### src/rtl/seven_seg_scanner_if.sv
// Digit-capture and display-drive signals between the digit separator,
// the scanner and the seven-segment pins.
interface seven_seg_scanner_if;
   logic       update;
   logic [3:0] thousands;
   logic [3:0] hundreds;
   logic [3:0] tens;
   logic [3:0] ones;
   logic [3:0] an_n;
   logic [6:0] seg_n;
   logic       frame_done;

   modport master (
      output update, thousands, hundreds, tens, ones,
      input  an_n, seg_n, frame_done
   );

   modport slave (
      input  update, thousands, hundreds, tens, ones,
      output an_n, seg_n, frame_done
   );
endinterface

### src/rtl/seven_seg_scanner.sv
// 4-digit common-anode seven-segment scanner: shadowed BCD digits, one blank
// cycle between digits, optional leading-zero blanking, per-frame pulse.
module seven_seg_scanner #(
   parameter int REFRESH_DIV = 50000,
   parameter bit BLANK_LZ    = 1'b1
) (
   input logic                clk,
   input logic                reset,
   seven_seg_scanner_if.slave bus
);
   localparam int CW = (REFRESH_DIV > 1) ? $clog2(REFRESH_DIV) : 1;
   localparam logic [CW-1:0] LAST = CW'(REFRESH_DIV - 1);

   logic [3:0][3:0] shadow;
   logic [CW-1:0]   cnt;
   logic [1:0]      idx;
   logic            tick;
   logic [3:0]      blank_lz;
   logic [3:0]      cur;
   logic [3:0]      an_nxt;
   logic [6:0]      seg_nxt;
   logic            fd_nxt;

   function automatic logic [6:0] dec(input logic [3:0] d);
      case (d)
         4'd0:    dec = 7'b1000000;
         4'd1:    dec = 7'b1111001;
         4'd2:    dec = 7'b0100100;
         4'd3:    dec = 7'b0110000;
         4'd4:    dec = 7'b0011001;
         4'd5:    dec = 7'b0010010;
         4'd6:    dec = 7'b0000010;
         4'd7:    dec = 7'b1111000;
         4'd8:    dec = 7'b0000000;
         4'd9:    dec = 7'b0010000;
         default: dec = 7'b0111111;
      endcase
   endfunction

   assign tick = (cnt == LAST);
   assign cur  = shadow[idx];

   // A digit is a leading zero only if it and every more significant digit is 0.
   always_comb begin
      blank_lz    = 4'b0000;
      blank_lz[3] = BLANK_LZ && (shadow[3] == 4'd0);
      blank_lz[2] = blank_lz[3] && (shadow[2] == 4'd0);
      blank_lz[1] = blank_lz[2] && (shadow[1] == 4'd0);
   end

   always_comb begin
      an_nxt  = 4'b1111;
      seg_nxt = 7'h7F;
      fd_nxt  = 1'b0;
      if (tick) begin
         fd_nxt = (idx == 2'd3);
      end else if (!blank_lz[idx]) begin
         an_nxt  = ~(4'b0001 << idx);
         seg_nxt = dec(cur);
      end
   end

   always_ff @(posedge clk or posedge reset) begin
      if (reset) begin
         shadow         <= '0;
         cnt            <= '0;
         idx            <= 2'd0;
         bus.an_n       <= 4'b1111;
         bus.seg_n      <= 7'h7F;
         bus.frame_done <= 1'b0;
      end else begin
         if (bus.update)
            shadow <= {bus.thousands, bus.hundreds, bus.tens, bus.ones};
         cnt            <= tick ? '0 : cnt + 1'b1;
         if (tick)
            idx <= idx + 2'd1;
         bus.an_n       <= an_nxt;
         bus.seg_n      <= seg_nxt;
         bus.frame_done <= fd_nxt;
      end
   end
endmodule
### src/flat_wrapper.sv
// flat-port wrapper written by rule: the top's interface ports become plain ports
module seven_seg_scanner_flat 
#(
   parameter int REFRESH_DIV = 50000,
   parameter bit BLANK_LZ    = 1'b1
)
  (clk, reset, bus_update, bus_thousands, bus_hundreds, bus_tens, bus_ones, bus_an_n, bus_seg_n, bus_frame_done);
  seven_seg_scanner_if bus_i ();
  input logic clk;
  input logic reset;
  input wire logic [$bits(bus_i.update)-1:0] bus_update;
  input wire logic [$bits(bus_i.thousands)-1:0] bus_thousands;
  input wire logic [$bits(bus_i.hundreds)-1:0] bus_hundreds;
  input wire logic [$bits(bus_i.tens)-1:0] bus_tens;
  input wire logic [$bits(bus_i.ones)-1:0] bus_ones;
  output wire logic [$bits(bus_i.an_n)-1:0] bus_an_n;
  output wire logic [$bits(bus_i.seg_n)-1:0] bus_seg_n;
  output wire logic [$bits(bus_i.frame_done)-1:0] bus_frame_done;
  assign bus_i.update = bus_update;
  assign bus_i.thousands = bus_thousands;
  assign bus_i.hundreds = bus_hundreds;
  assign bus_i.tens = bus_tens;
  assign bus_i.ones = bus_ones;
  assign bus_an_n = bus_i.an_n;
  assign bus_seg_n = bus_i.seg_n;
  assign bus_frame_done = bus_i.frame_done;
  seven_seg_scanner #(.REFRESH_DIV(REFRESH_DIV), .BLANK_LZ(BLANK_LZ)) u_core (.clk(clk), .reset(reset), .bus(bus_i));
endmodule
### config.mk
export PLATFORM = sky130hd
export DESIGN_NAME = seven_seg_scanner_flat
export DESIGN_NICKNAME = d
export VERILOG_FILES = /design/src/rtl/seven_seg_scanner_if.sv /design/src/rtl/seven_seg_scanner.sv /design/src/flat_wrapper.sv
export SDC_FILE = /design/constraint.sdc
export NUM_CORES = 1
export LEC_CHECK = 0
export ABC_AREA = 1
export CORE_UTILIZATION = 35
export CTS_CLUSTER_SIZE = 25
export DETAILED_ROUTE_END_ITERATION = 6
export GPL_TIMING_DRIVEN = 0
export PLACE_DENSITY_LB_ADDON = 0.05
export SYNTH_ARGS = -nofsm -noshare
export SYNTH_HDL_FRONTEND = slang
export SYNTH_SLANG_ARGS = --single-unit
### constraint.sdc
create_clock -name clk -period 2.21 [get_ports clk]
set_clock_uncertainty 0.2 [all_clocks]
set_input_delay 0.442 -clock clk [delete_from_list [all_inputs] [get_ports clk]]
set_output_delay 0.442 -clock clk [all_outputs]
set_load 0.05 [all_outputs]
==> summary.txt <==
GP Congestion - 0.802
Critical path peak fanout - 1
Clock Tree Buf Depth - 2
Clk root buf - clkbuf_8
Met3 usage - 3.56%
Worst skew pair latency - 0.30 ns
Cell Area, Synth - 2460 µm²
Grt ovf - 0
Post-synth top area share - 35.6%
Max Clock Freq - 487 MHz
Relative slew slack - 67.5%
Num ports - 31
Final min period - 2.05 ns
Fin Hold WS - 0.255 ns
Post-synthesis simple-gate area fraction - 26.6%
Worst endpoint required time - 1.57 ns
Critical path cell sequence - clkdlybuf4s50_1
Failing checks - DRC
Number of synthesized flops with an enable pin - 0
Vias in the first global route - 1,697
Top FF cell, synth - dfrtp_1
CP peak stage delay - 0.79 ns
Pin slew with the least headroom to its limit - 0.486 ns
Synth area leader - dfrtp_1
Mapped Cells - 287
Distinct cells, synth - 33
Count of buffer and inverter cells on the critical path - 1
Largest net degree at the start of global routing - 29
All-Layer GR Usage - 14.6%
First drt pass iteration count - 6
Post-synth top cells - 65 x nand2_1, 37 x inv_1, 35 x dfrtp_1, 28 x nor2_1, 24 x nand3_1
Status - finished, violations left
Post-synthesis mux area share - 2.75%
Setup TNS - 0 ns
Die X - 85.8 µm
Die height - 85.8 µm
Most frequent cell after synthesis - nand2_1
Max VDD drop - 0.000193 V
First-pass GRT wire length - 8290 µm
Sink Count - 46
Fin crit share - 92.8%
Via/cell ratio - 4.40
Core Area - 6790 µm²
Critical path type - reg2out
Crit-path slowest cell - clkdlybuf4s50_1
Area growth, synth to finish - 20.6%
Final net count - 354
Asr flop ratio synth - 100%
Slew Limit Fails - 0
H-tree depth - 2
GR Layer Usage met1 - 21.3%
Die ar. - 7360 µm²
Synth Area in Compound Gates - 5.90%
Max Cap Violations - 0
XOR/XNOR Fraction of Synth Area - 3.21%
Routed WL - 4750 µm
P per Cell Area - 588 nW/µm²
Sequential fraction of the synthesis area - 47.4%
CTS Buf Count - 5
Leak pwr - 1.48 nW
Post-synthesis adder-cell area fraction - 5.60%
Worst setup SP type - register
RSZ-0062 raised after global routing - no
Critical path's top delay family - buffers and inverters
DRC viols - 1
Crit end category - output pin
Starting Density - 36.2%
CTS Hold Bufs - 0
Hold Crit Class - in2async
Post-route ant nets - 0
Most Crowded Layer GR - met1
Filler cells - 714
Worst-path clk slew - 0.09 ns
FP Rows - 30
Post-Syn Nets - 317
Largest family of logic cells by synthesized area - simple AND/OR/NAND/NOR gates
Ys Warns - 0
Grt met2 use - 21.1%
Routed len/inst - 11.3 µm
Final hold violations - 0
DP HPWL - 3590 µm
# Post-CTS Setup Buffers - 0
Layout cells sized above 1 - 16.9%
Diode count - 0
Worst Path Arrival - 1.41 ns
Initial DRC Count - 89
Ranking of synthesized cells by area - dfrtp_1 36%, dfstp_2 12%, nand2_1 9.9%, inv_1 5.6%, ha_1 5.6%
Via count of the routed design - 1,851
Post-Syn Area per Cell - 8.57 µm²
# setup viols final - 0
Synthesis-stage register bit count - 46
CTS tree - yes
PortBufs - 29
Initial antenna violation count - 0
## state kept, by name (all words and copies together) (netlist names)
signal and flops:
u_core.idx 2, u_core.cnt 16, u_core.bus.frame_done 1, u_core.bus.an_n 4
u_core.bus.seg_n 7, u_core.shadow 16
## metrics by stage
stage                     power, W  worst slack, ns  area (µm²)  cells  util [%]
after floorplan            0.00114            0.458        2460    287         -
after global placement     0.00124           -0.526        2870    412      42.2
after detailed placement   0.00125            0.201        2890    413      42.5
after CTS                  0.00178            0.140        2970    421      43.6
after global routing       0.00184           0.0119        2970    421      43.6
final                      0.00174            0.158        2970    421      43.6
## what timing repair did
item | CTS | global route
setup endpoints to repair | 11 | 0
resized for setup | 11 | 0
endpoints found under the hold margin | 0 | 0
## cells by family (layout without fill, tap and decap cells)
| kind of cell | count (synthesis) | after routing |
|---|---|---|
| AOI/OAI and AO/OA | 24 | 24 |
| muxes | 6 | 6 |
| and+or+nand+nor | 140 | 140 |
| adders and majority gates | 11 | 11 |
| DFF | 46 | 46 |
| buffers and inverters | 51 | 89 |
| xor gates and xnor gates | 9 | 9 |
## final cells by class
class	instances	area [µm²]	share of cell area, %
inverter	46	176	5.95
clock buffer	8	90.1	3.04
timing repair buffer	30	297	10.0
buffer	5	35.0	1.18
tap	96	120	4.05
multi-input combinational	190	1080	36.5
sequential	46	1160	39.3
## power by group
group	internal [W]	switching, W	total, W
Clock	0.000256	0.000280	0.000536
Combinational	0.000101	0.000185	0.000286
Sequential	0.000903	0.0000199	0.000923
## final timing paths
check                                       from                   to  slack [ns]  cells past startpoint
setup reg to reg                   u_core.idx[0]  u_core.bus.seg_n[0]        0.21                      9
hold / removal                             reset    u_core.shadow[13]        0.25                      2
setup / recovery           u_core.bus.frame_done       bus_frame_done        0.16                      1
min in group clk                   u_core.cnt[0]        u_core.cnt[0]        0.26                      1
max in group asynchronous                  reset   u_core.bus.an_n[0]        0.99                      3
hold reg to reg                    u_core.cnt[0]        u_core.cnt[0]        0.26                      1
## cell usage in the layout (no fill, tap or decap), types with 2 or more instances in the layout
master | netlist | layout
nand2_1 | 65 | 65
inv_1 | 37 | 36
dfrtp_1 | 35 | 35
nor2_1 | 28 | 28
nand3_1 | 24 | 24
clkdlybuf4s50_1 | 0 | 18
o21ai_0 | 14 | 14
ha_1 | 11 | 11
dlygate4sd2_1 | 0 | 11
dfstp_2 | 11 | 11
xor2_1 | 9 | 9
inv_2 | 7 | 8
mux2_2 | 6 | 6
clkbuf_8 | 0 | 6
a21oi_1 | 4 | 4
nand2_2 | 3 | 3
nor2_4 | 3 | 3
nand2_4 | 3 | 3
nand4_1 | 3 | 3
nor3_1 | 3 | 3
clkbuf_1 | 1 | 3
buf_6 | 2 | 2
nor2_2 | 2 | 2
nand3b_1 | 2 | 2
nand3_2 | 2 | 2
o21ai_2 | 2 | 2
## metal layers
layer / part of all wire (%) / routed length [µm]
met3: 4.1 / 193
met5: 0 / 0
met1: 53 / 2510
met4: 1.5 / 69
met2: 42 / 1980
Power figures use the tool's default switching activity.
